## config.mk

```make
export PLATFORM = sky130hd
export DESIGN_NAME = mem_port_arbiter
export DESIGN_NICKNAME = d
export VERILOG_FILES = /design/src/rtl/mem_port_arbiter.sv
export SDC_FILE = /design/constraint.sdc
export NUM_CORES = 1
export LEC_CHECK = 0
export ABC_AREA = 1
export CAP_MARGIN = 10
export CORE_AREA = 2 2 106 108
export CTS_CLUSTER_SIZE = 28
export DETAILED_ROUTE_END_ITERATION = 16
export DIE_AREA = 0 0 108 110
export GPL_TIMING_DRIVEN = 0
export SYNTH_ARGS = -nofsm -noshare
export SYNTH_HDL_FRONTEND = slang
export SYNTH_SLANG_ARGS = --single-unit
```

## constraint.sdc

```tcl
create_clock -name clk_i -period 2.4 [get_ports clk_i]
set_input_delay 0.48 -clock clk_i [delete_from_list [all_inputs] [get_ports clk_i]]
set_output_delay 0.48 -clock clk_i [all_outputs]
set_load 0.05 [all_outputs]
```

## src/rtl/mem_port_arbiter.sv

```systemverilog
// Arbitrates one fixed-latency single-port memory between instruction fetch and the data path.
// Optional feature: define ARB_STARVE_GUARD_EN to bound consecutive DM wins while IF waits.
module mem_port_arbiter #(
  parameter int ADDR_W     = 32,
  parameter int DATA_W     = 32,
  parameter int MEM_LAT    = 2,
  parameter int STARVE_MAX = 4,
  localparam int BE_W      = DATA_W / 8
) (
  input  logic              clk_i,
  input  logic              rst_ni,
  input  logic              if_req_i,
  input  logic [ADDR_W-1:0] if_addr_i,
  output logic              if_gnt_o,
  output logic              if_rvalid_o,
  output logic [DATA_W-1:0] if_rdata_o,
  input  logic              dm_req_i,
  input  logic              dm_we_i,
  input  logic [BE_W-1:0]   dm_be_i,
  input  logic [ADDR_W-1:0] dm_addr_i,
  input  logic [DATA_W-1:0] dm_wdata_i,
  output logic              dm_gnt_o,
  output logic              dm_rvalid_o,
  output logic [DATA_W-1:0] dm_rdata_o,
  output logic              mem_req_o,
  output logic              mem_we_o,
  output logic [BE_W-1:0]   mem_be_o,
  output logic [ADDR_W-1:0] mem_addr_o,
  output logic [DATA_W-1:0] mem_wdata_o,
  input  logic [DATA_W-1:0] mem_rdata_i,
  output logic              busy_o
);

  localparam int CNT_W = $clog2(MEM_LAT + 1);

  if (MEM_LAT < 1 || STARVE_MAX < 1) begin : g_cfg_check
    $error("mem_port_arbiter: MEM_LAT and STARVE_MAX must be >= 1");
  end

  typedef enum logic [1:0] {IDLE, BUSY_IF, BUSY_DM} state_e;

  state_e             state_q, state_d;
  logic [CNT_W-1:0]   cnt_q, cnt_d;
  logic               we_q, we_d;

  logic               if_gnt, dm_gnt, if_rvalid, dm_rvalid;
  logic [DATA_W-1:0]  if_rdata, dm_rdata;
  logic               mem_req, mem_we;
  logic [BE_W-1:0]    mem_be;
  logic [ADDR_W-1:0]  mem_addr;
  logic [DATA_W-1:0]  mem_wdata;
  logic               busy, done, arb, pick_if, pick_dm;

`ifdef ARB_STARVE_GUARD_EN
  localparam int STREAK_W = $clog2(STARVE_MAX + 1);
  logic [STREAK_W-1:0] streak_q, streak_d;

  always_ff @(posedge clk_i or negedge rst_ni) begin
    if (!rst_ni) streak_q <= '0;
    else         streak_q <= streak_d;
  end
`endif

  always_ff @(posedge clk_i or negedge rst_ni) begin
    if (!rst_ni) begin
      state_q <= IDLE;
      cnt_q   <= '0;
      we_q    <= 1'b0;
    end else begin
      state_q <= state_d;
      cnt_q   <= cnt_d;
      we_q    <= we_d;
    end
  end

  always_comb begin
    state_d   = state_q;
    cnt_d     = cnt_q;
    we_d      = we_q;
    if_gnt    = 1'b0;
    dm_gnt    = 1'b0;
    if_rvalid = 1'b0;
    dm_rvalid = 1'b0;
    if_rdata  = '0;
    dm_rdata  = '0;
    mem_req   = 1'b0;
    mem_we    = 1'b0;
    mem_be    = '0;
    mem_addr  = '0;
    mem_wdata = '0;
    busy      = (state_q != IDLE);
    done      = busy && (cnt_q == CNT_W'(1));
    arb       = !busy || done;
`ifdef ARB_STARVE_GUARD_EN
    streak_d  = streak_q;
    pick_if   = arb && if_req_i && (!dm_req_i || (int'(streak_q) >= STARVE_MAX));
`else
    pick_if   = arb && if_req_i && !dm_req_i;
`endif
    pick_dm   = arb && dm_req_i && !pick_if;

    if (done) begin
      if (state_q == BUSY_IF) begin
        if_rvalid = 1'b1;
        if_rdata  = mem_rdata_i;
      end else begin
        dm_rvalid = 1'b1;
        dm_rdata  = we_q ? '0 : mem_rdata_i;
      end
    end else if (busy) begin
      cnt_d = cnt_q - CNT_W'(1);
    end

    // The completion cycle doubles as an arbitration cycle for back-to-back issue.
    if (arb) begin
      if (pick_dm) begin
        dm_gnt    = 1'b1;
        mem_req   = 1'b1;
        mem_we    = dm_we_i;
        mem_be    = dm_we_i ? dm_be_i : '1;
        mem_addr  = dm_addr_i;
        mem_wdata = dm_wdata_i;
        state_d   = BUSY_DM;
        cnt_d     = CNT_W'(MEM_LAT);
        we_d      = dm_we_i;
      end else if (pick_if) begin
        if_gnt    = 1'b1;
        mem_req   = 1'b1;
        mem_be    = '1;
        mem_addr  = if_addr_i;
        state_d   = BUSY_IF;
        cnt_d     = CNT_W'(MEM_LAT);
        we_d      = 1'b0;
      end else begin
        state_d   = IDLE;
        cnt_d     = '0;
        we_d      = 1'b0;
      end
`ifdef ARB_STARVE_GUARD_EN
      if (pick_if || !if_req_i)
        streak_d = '0;
      else if (pick_dm && (int'(streak_q) < STARVE_MAX))
        streak_d = streak_q + STREAK_W'(1);
`endif
    end
  end

  // Outputs are forced low combinationally so nothing leaks out while reset is held.
  assign if_gnt_o    = rst_ni & if_gnt;
  assign dm_gnt_o    = rst_ni & dm_gnt;
  assign if_rvalid_o = rst_ni & if_rvalid;
  assign dm_rvalid_o = rst_ni & dm_rvalid;
  assign if_rdata_o  = rst_ni ? if_rdata : '0;
  assign dm_rdata_o  = rst_ni ? dm_rdata : '0;
  assign mem_req_o   = rst_ni & mem_req;
  assign mem_we_o    = rst_ni & mem_we;
  assign mem_be_o    = rst_ni ? mem_be : '0;
  assign mem_addr_o  = rst_ni ? mem_addr : '0;
  assign mem_wdata_o = rst_ni ? mem_wdata : '0;
  assign busy_o      = rst_ni & busy;

endmodule

```

Word level (Yosys, flattened, before mapping)
Index checks and enable logic that the tools add are counted.
{"block": "totals", "output_inout_bits": 139, "elab_cells": 65, "latchBits": 0, "mem_bits_ro": 0, "register_bits": 5, "mem_bits_rw": 0, "memories": 0}
{"block": "op_classes", "n_bitwise": 7, "muxes": 39, "reduce_logical": 12, "n_mul": 0, "n_div": 0, "add_sub_neg": 1, "n_shift": 0, "n_eq_ne": 3, "order_cmp": 0}
{"operator": "32-bit 2-to-1 mux", "n": 14}
{"operator": "4-bit 2-to-1 mux", "n": 5}
{"operator": "1-bit 2-to-1 mux", "n": 14}
{"operator": "2-bit 2-to-1 mux", "n": 6}
{"operator": "1-bit bitwise AND", "n": 7}
{"operator": "1-bit logical AND", "n": 5}
{"operator": "2-bit by 1-bit equality test with 1-bit output (second input constant)", "n": 2}
{"operator": "2-bit nonzero test", "n": 2}
{"operator": "1-bit zero test", "n": 3}
{"operator": "2-bit by 1-bit inequality test with 1-bit output (second input constant)", "n": 1}
{"operator": "2-bit AND reduction", "n": 1}
{"operator": "2-bit by 1-bit subtractor with 2-bit output (second input constant)", "n": 1}
{"operator": "1-bit logical OR", "n": 1}

Longest topological paths before layout
{"block": "depth", "word_depth": 10, "mapped_depth": 7, "ltp_nobuf": 7}

Least setup slack after synthesis
No wires, ideal clock.
{"block": "synth_timing", "path_kind": "reg2out", "startpoint": "register cnt_q[1]", "endpoint": "output dm_rdata_o[10]", "arrival_ns": 2.169, "path_slack_ns": -0.249, "stages_incl_launch_ff": 8, "required_time_ns": 1.920, "path_buffers": 1, "path_cell_list": "dfrtp_1 -> inv_1 -> ha_1 -> inv_1 -> nor3_4 -> nand2_2 -> buf_6 -> nor2_1"}
{"block": "synth_between", "elab_chain_len": 4}
{"element": "from (decl)", "line": "43", "source": "logic [CNT_W-1:0] cnt_q, cnt_d;"}
{"element": "from (signal assigned)", "line": "71", "source": "cnt_q <= cnt_d;"}
{"element": "2-bit by 1-bit equality test with 1-bit output", "line": "92", "source": "done = busy && (cnt_q == CNT_W'(1));"}
{"element": "1-bit logical AND", "line": "92"}
{"element": "32-bit 2-to-1 mux", "line": "102", "source": "if (done) begin"}
{"element": "32-bit 2-to-1 mux", "line": "154", "source": "assign dm_rdata_o = rst_ni ? dm_rdata : '0;"}
{"element": "to (decl)", "line": "24", "source": "output logic [DATA_W-1:0] dm_rdata_o,"}
No other way between the ends.

Worst setup path in the final report
{"block": "layout_timing", "startpoint": "input if_req_i", "endpoint": "output mem_addr_o[4]"}
{"block": "layout_between", "elab_chain_len": 7, "elab_cells_between_ends": 8, "cone_classes": "4 x mux; 4 x reduce/logical"}
{"element": "from (decl)", "line": "12", "source": "input logic if_req_i,"}
{"element": "1-bit logical AND * (2 in a row)", "line": "98", "source": "pick_if = arb && if_req_i && !dm_req_i;"}
{"element": "1-bit zero test", "line": "100", "source": "pick_dm = arb && dm_req_i && !pick_if;"}
{"element": "1-bit logical AND", "line": "100"}
{"element": "32-bit 2-to-1 mux *", "line": "116", "source": "if (pick_dm) begin"}
{"element": "32-bit 2-to-1 mux *", "line": "115", "source": "if (arb) begin"}
{"element": "32-bit 2-to-1 mux *", "line": "158", "source": "assign mem_addr_o = rst_ni ? mem_addr : '0;"}
{"element": "to (decl)", "line": "28", "source": "output logic [ADDR_W-1:0] mem_addr_o,"}
Every way passes the cells marked *; elsewhere a longest branch is shown, timed or not.

==> summary.txt <==
Status
  • Status: completed

Die
  • Core Region: approximately 11000 um2
  • IO Pins: approximately 280
  • Die Span Y: 110 um
  • Starting Density: between 10% and 20%
  • Row count: 38
  • Die width: ~110 um
  • Die ar.: 11900 um2

Synth
  • Area share of the largest cell type after synthesis: around 24%
  • Synth Flop Type: dfrtp_1
  • Post-synth ARST share: 100%
  • Largest family of logic cells by synthesized area: simple AND/OR/NAND/NOR gates
  • Top cells by area, synth: nand4_1 (24%), nor2_1 (22%), inv_1 (17%), nand2_1 (7.7%), dfrtp_1 (7.5%)
  • Sequential share of the synthesized area: under 10%
  • Flops & latches, synth: 5
  • Simple-gate share of the synthesized area: between 60% and 70%
  • Yosys cell types: 21
  • Syn avg cell area: between 4 and 5 um2
  • Leading area contributor after synthesis: nand4_1
  • Post-Synth Adder-Cell Area: less than 1%
  • Syn. warnings: 0
  • Mapped Cells: approximately 340
  • Synth top cells by count: nor2_1 (98), inv_1 (75), nand4_1 (65)
  • Syn Nets: 473
  • Synth Cell Area: about 1700 um2
  • Post-Synth XOR/XNOR Area: 0%
  • Mux cell area share after synthesis: 0%
  • Number of enable flip-flop cells after synthesis: 0
  • Synth Area in Compound Gates: under 10%
  • Top-count cell post-synth: nor2_1

CTS
  • H-tree levels: 1
  • Clock Latency Late Sink: about 220 ps
  • Maximum clock insertion buffer count: 2
  • CTS tree: done
  • Clock-pin slew on the worst setup and hold paths: 30 ps
  • CTS root buffer: clkbuf_8
  • CTS Sinks: 5
  • CTS buffer count: 3
  • Post-CTS Hold Buffers: 0

STA
  • Slew margin rel.: a little under two thirds
  • Worst-Margin Slew: between 500 and 600 ps
  • Fin crit period: 2340 ps
  • Setup violations, final: 0
  • Max Fclk: between 0.4 and 0.5 GHz
  • Layout Skew: approximately 2.5 ps
  • Final setup TNS: 0 ps
  • Final Hold Slack: ~220 ps
  • Fin crit share: a little over nine tenths
  • Fin. Hold Viols: 0
  • Final Slew Violations: 0

Setup path
  • Critical Path RT: between 1500 and 2000 ps
  • CP endpoint kind: output port
  • Max FO, Critical Path: 10
  • Critical path launch point type: input port
  • CP Class: input port to output port
  • Critical Path AT: around 1900 ps

Layout
  • Layout area overhead: 167%
  • Final #Nets: between 700 and 800
  • Antenna fix cells: 0
  • Layout cells sized above 1: around a third

Hold path
  • Hold crit path type: input port to asynchronous set/reset pin

Placed design
  • Dpl hpwl: approximately 9.1 mm
  • IO Port Bufs: 275
  • Gpl congestion: 0.854

Route
  • DR pass1 iterations: 4
  • Max Used Layer: met4
  • Metal3 WL: around 1.3 mm
  • Avg WL per Cell: 13.9 um
  • Drc violations: 0
  • Routed WL: between 10 and 15 mm
  • Final ANT Viol Nets: 0
  • DR vias: 3207
  • Met2 wire length: between 5 and 6 mm
  • Met1 Wirelength: approximately 3.3 mm
  • Vias per Instance: 4.24
  • Initial DRC Count: around 180

Global route
  • Largest net degree at the start of global routing: 11
  • First-pass GRT wire length: 14.7 mm
  • GR Util All Layers: 15.7%
  • GRT overflow: 0
  • Number of global-route vias before repair: slightly above 3000
  • Initial antenna violation count: 0

Flow run
  • Max-cap violations: 0

Power
  • Power per cell area: about 600 nW/um2
  • Total power: 2.71 mW
  • Leak pwr: 2.43 nW
  • Max VDD drop: about 360 uV
[what timing repair did]
item / in CTS / in global routing
pin swaps: 1 / 3
endpoints found under the setup margin: 139 / 124
gates resized for setup: 613 / 89
buffers inserted: 1 / 2
endpoints found under the hold margin: 0 / 0
[per-stage QoR]
| stage | instances | instance area (um2) | setup slack (ps) | utilization, % |
|---|---|---|---|---|
| floorplan | 335 | 1720 | -64.8 | - |
| global placement | 750 | 4650 | -906 | 43.4 |
| detailed placement | 750 | 4650 | -929 | 43.4 |
| CTS | 755 | 4590 | -16.4 | 42.9 |
| global route | 757 | 4460 | -2.58 | 41.7 |
| finish | 757 | 4460 | 59.7 | 41.7 |
[flip-flops by register name, summed over array words and instances (netlist names)]
register  count
cnt_q         2
state_q       2
we_q          1
[power breakdown]
group | switching, mW | internal [mW] | total [mW]
registers | 0.0285 | 0.127 | 0.155
clock network | 0.0403 | 0.114 | 0.154
logic | 1.66 | 0.746 | 2.40
[cell usage in the layout (no fill, tap or decap), drive strengths merged]
cell type / instances
clkdlybuf4s50: 134
buf: 120
nor2: 108
inv: 76
nand4: 65
nand2: 35
clkdlybuf4s15: 31
clkbuf: 20
o21ai: 6
dfrtp: 5
or2: 4
dlygate4sd2: 4
dlymetal6s2s: 2
nand3: 2
o211ai: 1
nor3: 1
a21oi: 1
ha: 1
clkdlybuf4s18: 1
[per-layer routing]
layer  vias to the layer above  global-route usage, %
met5                         -                      0
li1                       1608                      -
met2                       187                   33.1
met4                         0                   4.67
met3                         9                   5.11
met1                      1403                   13.9
[critical path, stage by stage]
cell and delay (ps):
clkdlybuf4s50_1 510, inv_1 80, nor2_4 160, clkbuf_4 220, nand4_1 100, nand2_1 100
buf_4 200
[path summary, 6_finish.rpt]
kind | start | end | slack (ps) | depth (start not counted)
setup reg to reg | cnt_q[0] | state_q[0] | 960 | 6
max in group asynchronous | rst_ni | state_q[1] | 1990 | 1
hold reg to reg | cnt_q[0] | cnt_q[0] | 450 | 1
setup / recovery | if_req_i | mem_addr_o[4] | 60 | 7
min in group clk_i | cnt_q[0] | cnt_q[0] | 450 | 1
hold / removal | rst_ni | we_q | 220 | 1
[logic make-up (layout without fill, tap and decap cells)]
| kind of cell | count (synthesis) | after routing |
|---|---|---|
| AND/OR/NAND/NOR | 215 | 215 |
| adder cells (fa/ha/maj) | 1 | 1 |
| buffers and inverters | 106 | 388 |
| AO/OA/AOI/OAI | 8 | 8 |
| flip-flops | 5 | 5 |
[cell type report]
cell class,count,area [um2]
plain buffers,30,199
clock buffers,4,45.0
multi-input cells,224,1160
flip-flops and latches,5,125
repair buffers,278,2470
well taps,140,175
fillers,1191,6240
inverters,76,285
(Power assumes the default switching activity.)
